[config.mk]
export PLATFORM = sky130hd
export DESIGN_NAME = lcd_rgb_rx
export DESIGN_NICKNAME = d
export VERILOG_FILES = /design/src/rtl/lcd_rgb_pkg.sv /design/src/rtl/lcd_bus_sync.sv /design/src/rtl/lcd_rgb_rx.sv
export SDC_FILE = /design/constraint.sdc
export NUM_CORES = 1
export LEC_CHECK = 0
export CAP_MARGIN = 20
export CELL_PAD_IN_SITES_DETAIL_PLACEMENT = 1
export CELL_PAD_IN_SITES_GLOBAL_PLACEMENT = 1
export CORE_ASPECT_RATIO = 0.9
export CORE_MARGIN = 2
export CORE_UTILIZATION = 43
export DETAILED_ROUTE_END_ITERATION = 10
export PLACE_DENSITY_LB_ADDON = 0.1
export SKIP_CTS_REPAIR_TIMING = 1
export SLEW_MARGIN = 5
export SYNTH_ARGS = -nofsm -noshare
export SYNTH_HDL_FRONTEND = slang
export SYNTH_SLANG_ARGS = --single-unit
[constraint.sdc]
create_clock -name clk -period 6.5 [get_ports clk]
set_input_delay 1.3 -clock clk [delete_from_list [all_inputs] [get_ports clk]]
set_output_delay 1.3 -clock clk [all_outputs]
set_load 0.05 [all_outputs]
[src/rtl/lcd_rgb_pkg.sv]
// Shared definitions for the DE-mode LCD RGB receiver: FSM encoding,
// coordinate widths and panel geometry (full panel and reduced simulation panel).
package lcd_rgb_pkg;

    typedef enum logic [1:0] {
        ST_IDLE   = 2'd0,
        ST_VBLANK = 2'd1,
        ST_FRAME  = 2'd2
    } rx_state_t;

    localparam int X_W         = 10;
    localparam int Y_W         = 9;
    localparam int FRAME_CNT_W = 12;

    localparam int LCD_H_ACTIVE = 480;
    localparam int LCD_V_ACTIVE = 272;
    localparam int LCD_H_BLANK  = 45;
    localparam int LCD_V_BLANK  = 18;

    localparam int SIM_H_ACTIVE = 64;
    localparam int SIM_V_ACTIVE = 32;
    localparam int SIM_H_BLANK  = 5;
    localparam int SIM_V_BLANK  = 3;

endpackage

[src/rtl/lcd_bus_sync.sv]
// Brings the asynchronous LCD bus into the clk domain: two flop stages for
// every bus bit, a third for dclk, and a rising-edge detect on dclk.
module lcd_bus_sync (
    input  logic        clk,
    input  logic        rst_n,
    input  logic        dclk_in,
    input  logic        de_in,
    input  logic        hsync_in,
    input  logic        vsync_in,
    input  logic [23:0] rgb_in,
    output logic        sample_edge,
    output logic        de_sync,
    output logic        hsync_sync,
    output logic        vsync_sync,
    output logic [23:0] rgb_sync
);

    logic [27:0] stage1;
    logic [27:0] stage2;
    logic        dclk_stage3;

    always_ff @(posedge clk) begin
        if (!rst_n) begin
            stage1      <= '0;
            stage2      <= '0;
            dclk_stage3 <= 1'b0;
        end else begin
            stage1      <= {dclk_in, de_in, hsync_in, vsync_in, rgb_in};
            stage2      <= stage1;
            dclk_stage3 <= stage2[27];
        end
    end

    // The source holds data well before dclk rises, so stage2 data is stable here.
    assign sample_edge = stage2[27] & ~dclk_stage3;
    assign de_sync     = stage2[26];
    assign hsync_sync  = stage2[25];
    assign vsync_sync  = stage2[24];
    assign rgb_sync    = stage2[23:0];

endmodule

[src/rtl/lcd_rgb_rx.sv]
// DE-mode LCD RGB receiver: frames pixels into x/y coordinates with lock and
// dclk-loss detection. Define LCD_RGB_RX_CHECK_EN to enable the geometry checker.
module lcd_rgb_rx
    import lcd_rgb_pkg::*;
#(
    parameter int H_ACTIVE     = LCD_H_ACTIVE,
    parameter int V_ACTIVE     = LCD_V_ACTIVE,
    parameter int DCLK_TIMEOUT = 1024
) (
    input  logic                   clk,
    input  logic                   rst_n,
    input  logic                   dclk_in,
    input  logic                   de_in,
    input  logic                   hsync_in,
    input  logic                   vsync_in,
    input  logic [7:0]             red_in,
    input  logic [7:0]             green_in,
    input  logic [7:0]             blue_in,
    output logic                   pix_valid,
    output logic [X_W-1:0]         pix_x,
    output logic [Y_W-1:0]         pix_y,
    output logic [23:0]            pix_rgb,
    output logic                   frame_start,
    output logic                   line_end,
    output logic                   locked,
    output logic [FRAME_CNT_W-1:0] frame_count,
    output logic                   err_width,
    output logic                   err_height
);

    localparam int TO_W = $clog2(DCLK_TIMEOUT + 1);

    logic        sample;
    logic        de_s;
    logic        hsync_s;
    logic        vsync_s;
    logic [23:0] rgb_s;

    lcd_bus_sync u_sync (
        .clk         (clk),
        .rst_n       (rst_n),
        .dclk_in     (dclk_in),
        .de_in       (de_in),
        .hsync_in    (hsync_in),
        .vsync_in    (vsync_in),
        .rgb_in      ({red_in, green_in, blue_in}),
        .sample_edge (sample),
        .de_sync     (de_s),
        .hsync_sync  (hsync_s),
        .vsync_sync  (vsync_s),
        .rgb_sync    (rgb_s)
    );

    // DE mode carries all timing on de/vsync; hsync is synchronised but not needed.
    logic unused_hsync;
    assign unused_hsync = hsync_s;

    rx_state_t        state;
    rx_state_t        state_next;
    logic [TO_W-1:0]  to_cnt;
    logic             timeout;
    logic             prev_de;
    logic [X_W-1:0]   x_cnt;
    logic [Y_W-1:0]   y_cnt;
    logic             frame_begin;
    logic             frame_end;
    logic             pixel_hit;
    logic             line_hit;
    logic             lock_kill;

    assign timeout = !sample && (to_cnt == TO_W'(DCLK_TIMEOUT - 1));

    always_ff @(posedge clk) begin
        if (!rst_n) begin
            to_cnt <= '0;
        end else if (sample || timeout) begin
            to_cnt <= '0;
        end else begin
            to_cnt <= to_cnt + 1'b1;
        end
    end

    always_ff @(posedge clk) begin
        if (!rst_n) begin
            state <= ST_IDLE;
        end else begin
            state <= state_next;
        end
    end

    always_comb begin
        state_next  = state;
        frame_begin = 1'b0;
        frame_end   = 1'b0;
        pixel_hit   = 1'b0;
        line_hit    = 1'b0;
        if (timeout) begin
            state_next = ST_IDLE;
        end else if (sample) begin
            case (state)
                ST_IDLE: begin
                    if (!vsync_s) state_next = ST_VBLANK;
                end
                ST_VBLANK: begin
                    if (vsync_s) begin
                        state_next  = ST_FRAME;
                        frame_begin = 1'b1;
                    end
                end
                ST_FRAME: begin
                    pixel_hit = de_s;
                    line_hit  = prev_de && !de_s;
                    if (!vsync_s) begin
                        state_next = ST_VBLANK;
                        frame_end  = 1'b1;
                    end
                end
                default: state_next = ST_IDLE;
            endcase
        end
    end

    always_ff @(posedge clk) begin
        if (!rst_n) begin
            pix_valid   <= 1'b0;
            frame_start <= 1'b0;
            line_end    <= 1'b0;
            pix_x       <= '0;
            pix_y       <= '0;
            pix_rgb     <= '0;
            frame_count <= '0;
            x_cnt       <= '0;
            y_cnt       <= '0;
            prev_de     <= 1'b0;
        end else begin
            pix_valid   <= 1'b0;
            frame_start <= 1'b0;
            line_end    <= 1'b0;
            if (sample) prev_de <= de_s;
            if (timeout) begin
                x_cnt   <= '0;
                y_cnt   <= '0;
                pix_x   <= '0;
                pix_y   <= '0;
                prev_de <= 1'b0;
            end
            if (frame_begin) begin
                frame_start <= 1'b1;
                frame_count <= frame_count + 1'b1;
                x_cnt       <= '0;
                y_cnt       <= '0;
            end
            if (pixel_hit) begin
                pix_valid <= 1'b1;
                pix_rgb   <= rgb_s;
                pix_x     <= x_cnt;
                pix_y     <= y_cnt;
                x_cnt     <= (x_cnt == '1) ? x_cnt : x_cnt + 1'b1;
            end
            if (line_hit) begin
                line_end <= 1'b1;
                x_cnt    <= '0;
                y_cnt    <= (y_cnt == '1) ? y_cnt : y_cnt + 1'b1;
            end
        end
    end

`ifdef LCD_RGB_RX_CHECK_EN
    logic width_bad;
    logic height_bad;

    // x_cnt/y_cnt hold the number of pixels/lines seen when the line or frame closes.
    assign width_bad  = line_hit && (x_cnt != X_W'(H_ACTIVE));
    assign height_bad = frame_end && (y_cnt != Y_W'(V_ACTIVE));
    assign lock_kill  = err_width || err_height || width_bad || height_bad;

    always_ff @(posedge clk) begin
        if (!rst_n) begin
            err_width  <= 1'b0;
            err_height <= 1'b0;
        end else begin
            if (width_bad)  err_width  <= 1'b1;
            if (height_bad) err_height <= 1'b1;
        end
    end
`else
    localparam int unused_geometry = H_ACTIVE + V_ACTIVE;
    assign lock_kill  = 1'b0;
    assign err_width  = 1'b0;
    assign err_height = 1'b0;
`endif

    always_ff @(posedge clk) begin
        if (!rst_n) begin
            locked <= 1'b0;
        end else if (timeout || lock_kill) begin
            locked <= 1'b0;
        end else if (frame_end) begin
            locked <= 1'b1;
        end
    end

endmodule

## Word level (Yosys, flattened, before mapping)

Cells that the tools add are included.

| word-level totals | value |
|---|---|
| flip-flop bits (word level) | 149 |
| output and inout port bits | 61 |

| cells by class | value |
|---|---|
| bitwise gates (word level) | 3 |
| muxes and demuxes | 30 |
| eq/ne operators | 9 |
| reductions and logical operators | 16 |
| add/sub/neg operators | 4 |

Operators by type and width:

| cell | count |
|---|---|
| 10-bit 2-to-1 mux | 5 |
| 9-bit 2-to-1 mux | 5 |
| 1-bit 2-to-1 mux | 17 |
| 12-bit by 1-bit adder with 12-bit output, second input constant | 1 |
| 11-bit by 1-bit adder with 11-bit output, second input constant | 1 |
| 11-bit by 10-bit == test with 1-bit output, second input constant | 1 |
| 10-bit by 1-bit adder with 10-bit output, second input constant | 1 |
| 10-bit == test, second input constant | 1 |
| 9-bit by 1-bit adder with 9-bit output, second input constant | 1 |
| 9-bit == test, second input constant | 1 |
| 2-bit OR reduction | 4 |
| 2-bit inequality test, second input constant | 3 |
| 3-bit nonzero test | 2 |
| 2-bit 2-to-1 mux | 2 |
| 2-bit case mux with 2 select lines | 1 |
| 2-bit AND reduction | 2 |
| 3-bit AND reduction | 1 |
| 2-bit by 1-bit == test with 1-bit output, second input constant | 1 |
| 2-bit == test, second input constant | 1 |
| 1-bit logical AND | 2 |
| 1-bit zero test | 2 |
| 2-bit zero test | 1 |
| 2-bit by 1-bit inequality test with 1-bit output, second input constant | 1 |
| 1-bit NOT | 2 |
| 3 further kinds | 3 |

## Longest topological paths before layout

| logic depth | value |
|---|---|
| depth after elaboration | 7 |
| depth in mapped cells | 10 |

## Hierarchy

Synthesis repeated with hierarchy kept, for this count alone.

| second synthesis, totals | value |
|---|---|
| cell total of the unflattened synthesis | 569 |
| area, all modules | 5540.3 µm² |

By module, submodules not included:

| module | cells an instance | instances | area each (µm²) |
|---|---|---|---|
| lcd_rgb_rx | 424 | 1 | 3801.1 |
| lcd_bus_sync | 145 | 1 | 1739.2 |

## Least setup slack after synthesis

No wires, ideal clock.

| timing path | value |
|---|---|
| path kind | reg-to-reg |
| from | reg y_cnt[0] |
| to | reg y_cnt[3] |
| path buffers | 1 |
| stages on the path, launching flop included | 11 |
| required time | 6.385 ns |
| path slack | 4.159 ns |
| setup time | 0.115 ns |
| arrival time | 2.226 ns |
| cell sequence | dfxtp_1 -> ha_1 -> nand3_1 -> nor2_1 -> and3_1 -> ha_1 -> or4b_4 -> and3_4 -> buf_6 -> o2bb2ai_1 -> and2_1 |

| on the way | value |
|---|---|
| cells in the longest elaborated chain, start to end | 3 |
| elaborated cells on any way between the ends | 6 |
| classes of those cells | add/sub (1); eq/ne (2); mux (2); reduce/logical (1) |

Ends and longest elaborated chain:

| what | line | RTL |
|---|---|---|
| start: declaration | lcd_rgb_rx.sv:64 | `logic [Y_W-1:0] y_cnt;` |
| start signal: assignment | lcd_rgb_rx.sv:163 | `y_cnt <= (y_cnt == '1) ? y_cnt : y_cnt + 1'b1;` |
| 9-bit by 1-bit adder with 9-bit output or 9-bit == test (tied branches) | lcd_rgb_rx.sv:163 |  |
| 9-bit 2-to-1 mux or 2-bit inequality test (tied branches) | n/a |  |
| 9-bit 2-to-1 mux or 2-bit AND reduction (tied branches) | n/a |  |

Several ways; a longest one is shown, not always the timed one. The select of a mux whose other input is x is not followed.
A chain may end at the register's enable or synchronous reset.

## Worst setup path after layout

| timing path | value |
|---|---|
| from | in rst_n |
| to | reg x_cnt[7] |

| on the way | value |
|---|---|
| cells in the longest elaborated chain, start to end | 2 |

Ends and longest elaborated chain:

| what | line | RTL |
|---|---|---|
| start: declaration | lcd_rgb_rx.sv:11 | `input logic rst_n,` |
| 1-bit NOT (no source line) | n/a |  |
| 2-bit OR reduction (no source line) | n/a |  |
| end signal: assignment | lcd_rgb_rx.sv:158 | `x_cnt <= (x_cnt == '1) ? x_cnt : x_cnt + 1'b1;` |
| end: declaration | lcd_rgb_rx.sv:63 | `logic [X_W-1:0] x_cnt;` |

No other way between the ends.

==> impl_metrics.csv <==
group,metric,value,unit
outcome,run_status,"completed",
grt,antenna_found_initial,0,
critical_path,cpPeakStageDelay,0.92,ns
placement,port-buffer-count,87,
synth,yosys.area_share.xor_xnor,3.50,%
clock_tree,cts_tree,"yes",
timing,hold_viol_final,0,
floorplan,die_area,0.0131,mm2
synth,yosys-top-cells-area,"dfxtp_1, and2_1, nand2_1",
timing,fin_skew,0.00576,ns
finish,seq_area,0.00294,mm2
min_path,hold_class,"reg2reg",
detailed_routing,drc,0,
grt,grt_pass1_vias,4050,
critical_path,critPathTopFamily,"simple AND/OR/NAND/NOR gates",
clock_tree,cts.clk_slew.worst_paths,0.06,ns
timing,post-route-period-util,46.9,%
power,powerDensity,279,mW/mm2
detailed_routing,vias,3904,
grt,grt_max_degree,109,
placement,place_area,0.00622,mm2
synth,ys_seq_area_share,55.9,%
synth,synth_top_area_share,55.9,%
timing,setup_viol,0,
clock_tree,cts_sinks,147,
finish,final_area,0.00678,mm2
synth,synth_compound_area_share,12.3,%
timing,max_freq,328,MHz
synth,synth_edf_count,0,
critical_path,startpoint_type,"input port",
timing,relSlewSlack,35.3,%
floorplan,start_util,43.9,%
finish,final_core_util,56.6,%
critical_path,critPathMaxFanout,108,
placement,gp_congestion,0.733,
finish,fill_cells,1336,
finish,nNetsFinal,638,
power,power,1.89,mW
power,irDropWorstVdd,0.199,mV
timing,drv_slew,0,
critical_path,slowest_stage,"and3_1",
synth,synth_adder_area_share,1.19,%
detailed_routing,vias_per_cell,5.04,
clock_tree,clk_latency,0.42,ns
finish,multiInputGateArea,0.00217,mm2
timing,setup_tns,0,ns
critical_path,path_cells,"buf_2, buf_4, and3_1, nor2b_1, a22o_1",
floorplan,rows,38,
synth,async_reset_ff_share,0,%
synth,synth.most_common_cell,"dfxtp_1",
critical_path,worstPathArrival,3.41,ns
critical_path,worst-setup-path-type,"in2reg",
synth,syn_area_per_cell,10.1,um2
clock_tree,clockBufferDepth,2,
grt,grt.overflow.total,0,
critical_path,endpoint_kind,"register",
synth,synth.top_cells.by_count,"dfxtp_1, nand2_1, and2_1, a21boi_0, a22o_1",
floorplan,die_h,109,um
timing,worst_pin_slew,0.971,ns
synth,yosys.area_share.simple,23.8,%
timing,fin_crit,3.05,ns
detailed_routing,ant_nets,0,
synth,synth_top_family_by_area,"simple AND/OR/NAND/NOR gates",
finish,syn_to_final_growth,28.8,%
detailed_routing,dr.pass1.iters,4,
synth,yosys_warnings,0,
synth,synthMuxAreaShare,0.404,%
grt,grt_use_total,19.0,%
detailed_routing,drt_iter0_drc,205,
floorplan,core,0.0120,mm2
floorplan,io_pins,91,
detailed_routing,wirelength,11700,um
synth,yosys.area.top_type,"dfxtp_1",
finish,drive_gt1_share,7.64,%
detailed_routing,wl_per_cell,15.1,um
floorplan,die_w,121,um
clock_tree,htreeDepth,4,
synth,synth_cell_types,54,
finish,diodes,0,
clock_tree,cts_root_buf,"clkbuf_16",
timing,rsz0062_at_grt,"false",
synth,syn_inst,520,
run,cap_violations,0,
synth,synth_seq_cells,147,
synth,synth_top_flop_cell,"dfxtp_1",
synth,syn_area,0.00526,mm2
placement,hpwlAfterDp,7560,um
critical_path,worstPathRequired,6.86,ns
clock_tree,numCtsBuffers,17,
critical_path,crit_buf_inv,2,
grt,grt_pass1_wl,19500,um
power,p_leak,2.56,nW
[worst reg2reg max path, cell delays in order (launching register included)]
cell,delay [ns]
dfxtp_1,0.36
ha_1,0.25
nand3_1,0.15
nor2_1,0.09
and3_1,0.19
ha_1,0.27
or4b_4,0.60
or4_1,0.43
a21boi_1,0.15
[layout make-up]
type                    instances  area share (%)
flip-flops and latches        147            43.4
multi-input cells             342            32.0
repair buffers                 90            13.1
clock buffers                  22            7.00
well taps                     160            2.95
clock inverters                 9            1.20
inverters                       5           0.277
[layout by cell type, fill, tap and decap left out, drive strengths merged, types with 8 or more instances in the layout]
cell	synthesis	final
clkdlybuf4s50	0	86
and3	8	8
o21ai	9	9
xnor2	9	9
nor2	24	24
nand4	10	10
clkbuf	18	22
nand3	17	17
a21boi	36	36
a22o	26	26
dfxtp	147	147
nand2	70	70
xor2	12	12
and2	66	66
[through the flow]
| stage | std cells | hold WS (ns) | setup WS, ns |
|---|---|---|---|
| after floorplan | 521 | 0.412 | 4.16 |
| after global placement | 744 | 0.415 | 3.06 |
| after detailed placement | 744 | 0.421 | 3.01 |
| after CTS | 775 | 0.435 | 3.41 |
| after global routing | 775 | 0.451 | 3.25 |
| final | 775 | 0.432 | 3.45 |
[path summary, 6_finish.rpt]
path                           from           endpoint  slack [ns]  cells past startpoint
setup / recovery              rst_n           x_cnt[7]        3.45                      5
hold / removal    u_sync.stage1[15]  u_sync.stage2[15]        0.43                      1
setup reg to reg           y_cnt[0]           y_cnt[6]        3.95                      8
hold reg to reg   u_sync.stage1[15]  u_sync.stage2[15]        0.43                      1
[kinds of logic after synthesis]
| logic type | Yosys count |
|---|---|
| AND/OR/NAND/NOR | 227 |
| AO/OA/AOI/OAI | 85 |
| buffers and inverters | 32 |
| adder cells (fa/ha/maj) | 5 |
| multiplexers | 2 |
| flip-flops | 147 |
| XOR/XNOR | 21 |
| other | 1 |
[where the power goes]
group	leakage [nW]	switching, mW	total [mW]	internal [mW]
Sequential	1.20	0.00745	0.926	0.919
Combinational	1.09	0.0226	0.0514	0.0288
Clock	0.268	0.360	0.911	0.551
[metal layers]
layer	track usage, %	part of all wire, %	up-vias
met2	32.1	48	76
met5	0	0	-
met1	22.8	46	1876
li1	-	-	1938
met4	6.64	1.2	0
met3	6.38	4.7	14
[sequential cells by signal (all words and copies together) (netlist names), 10 cells and up]
signal         cells
x_cnt             10
frame_count       12
pix_x             10
pix_rgb           24
u_sync.stage1     27
to_cnt            11
u_sync.stage2     27
No activity file was read; power rests on OpenSTA's default activity.
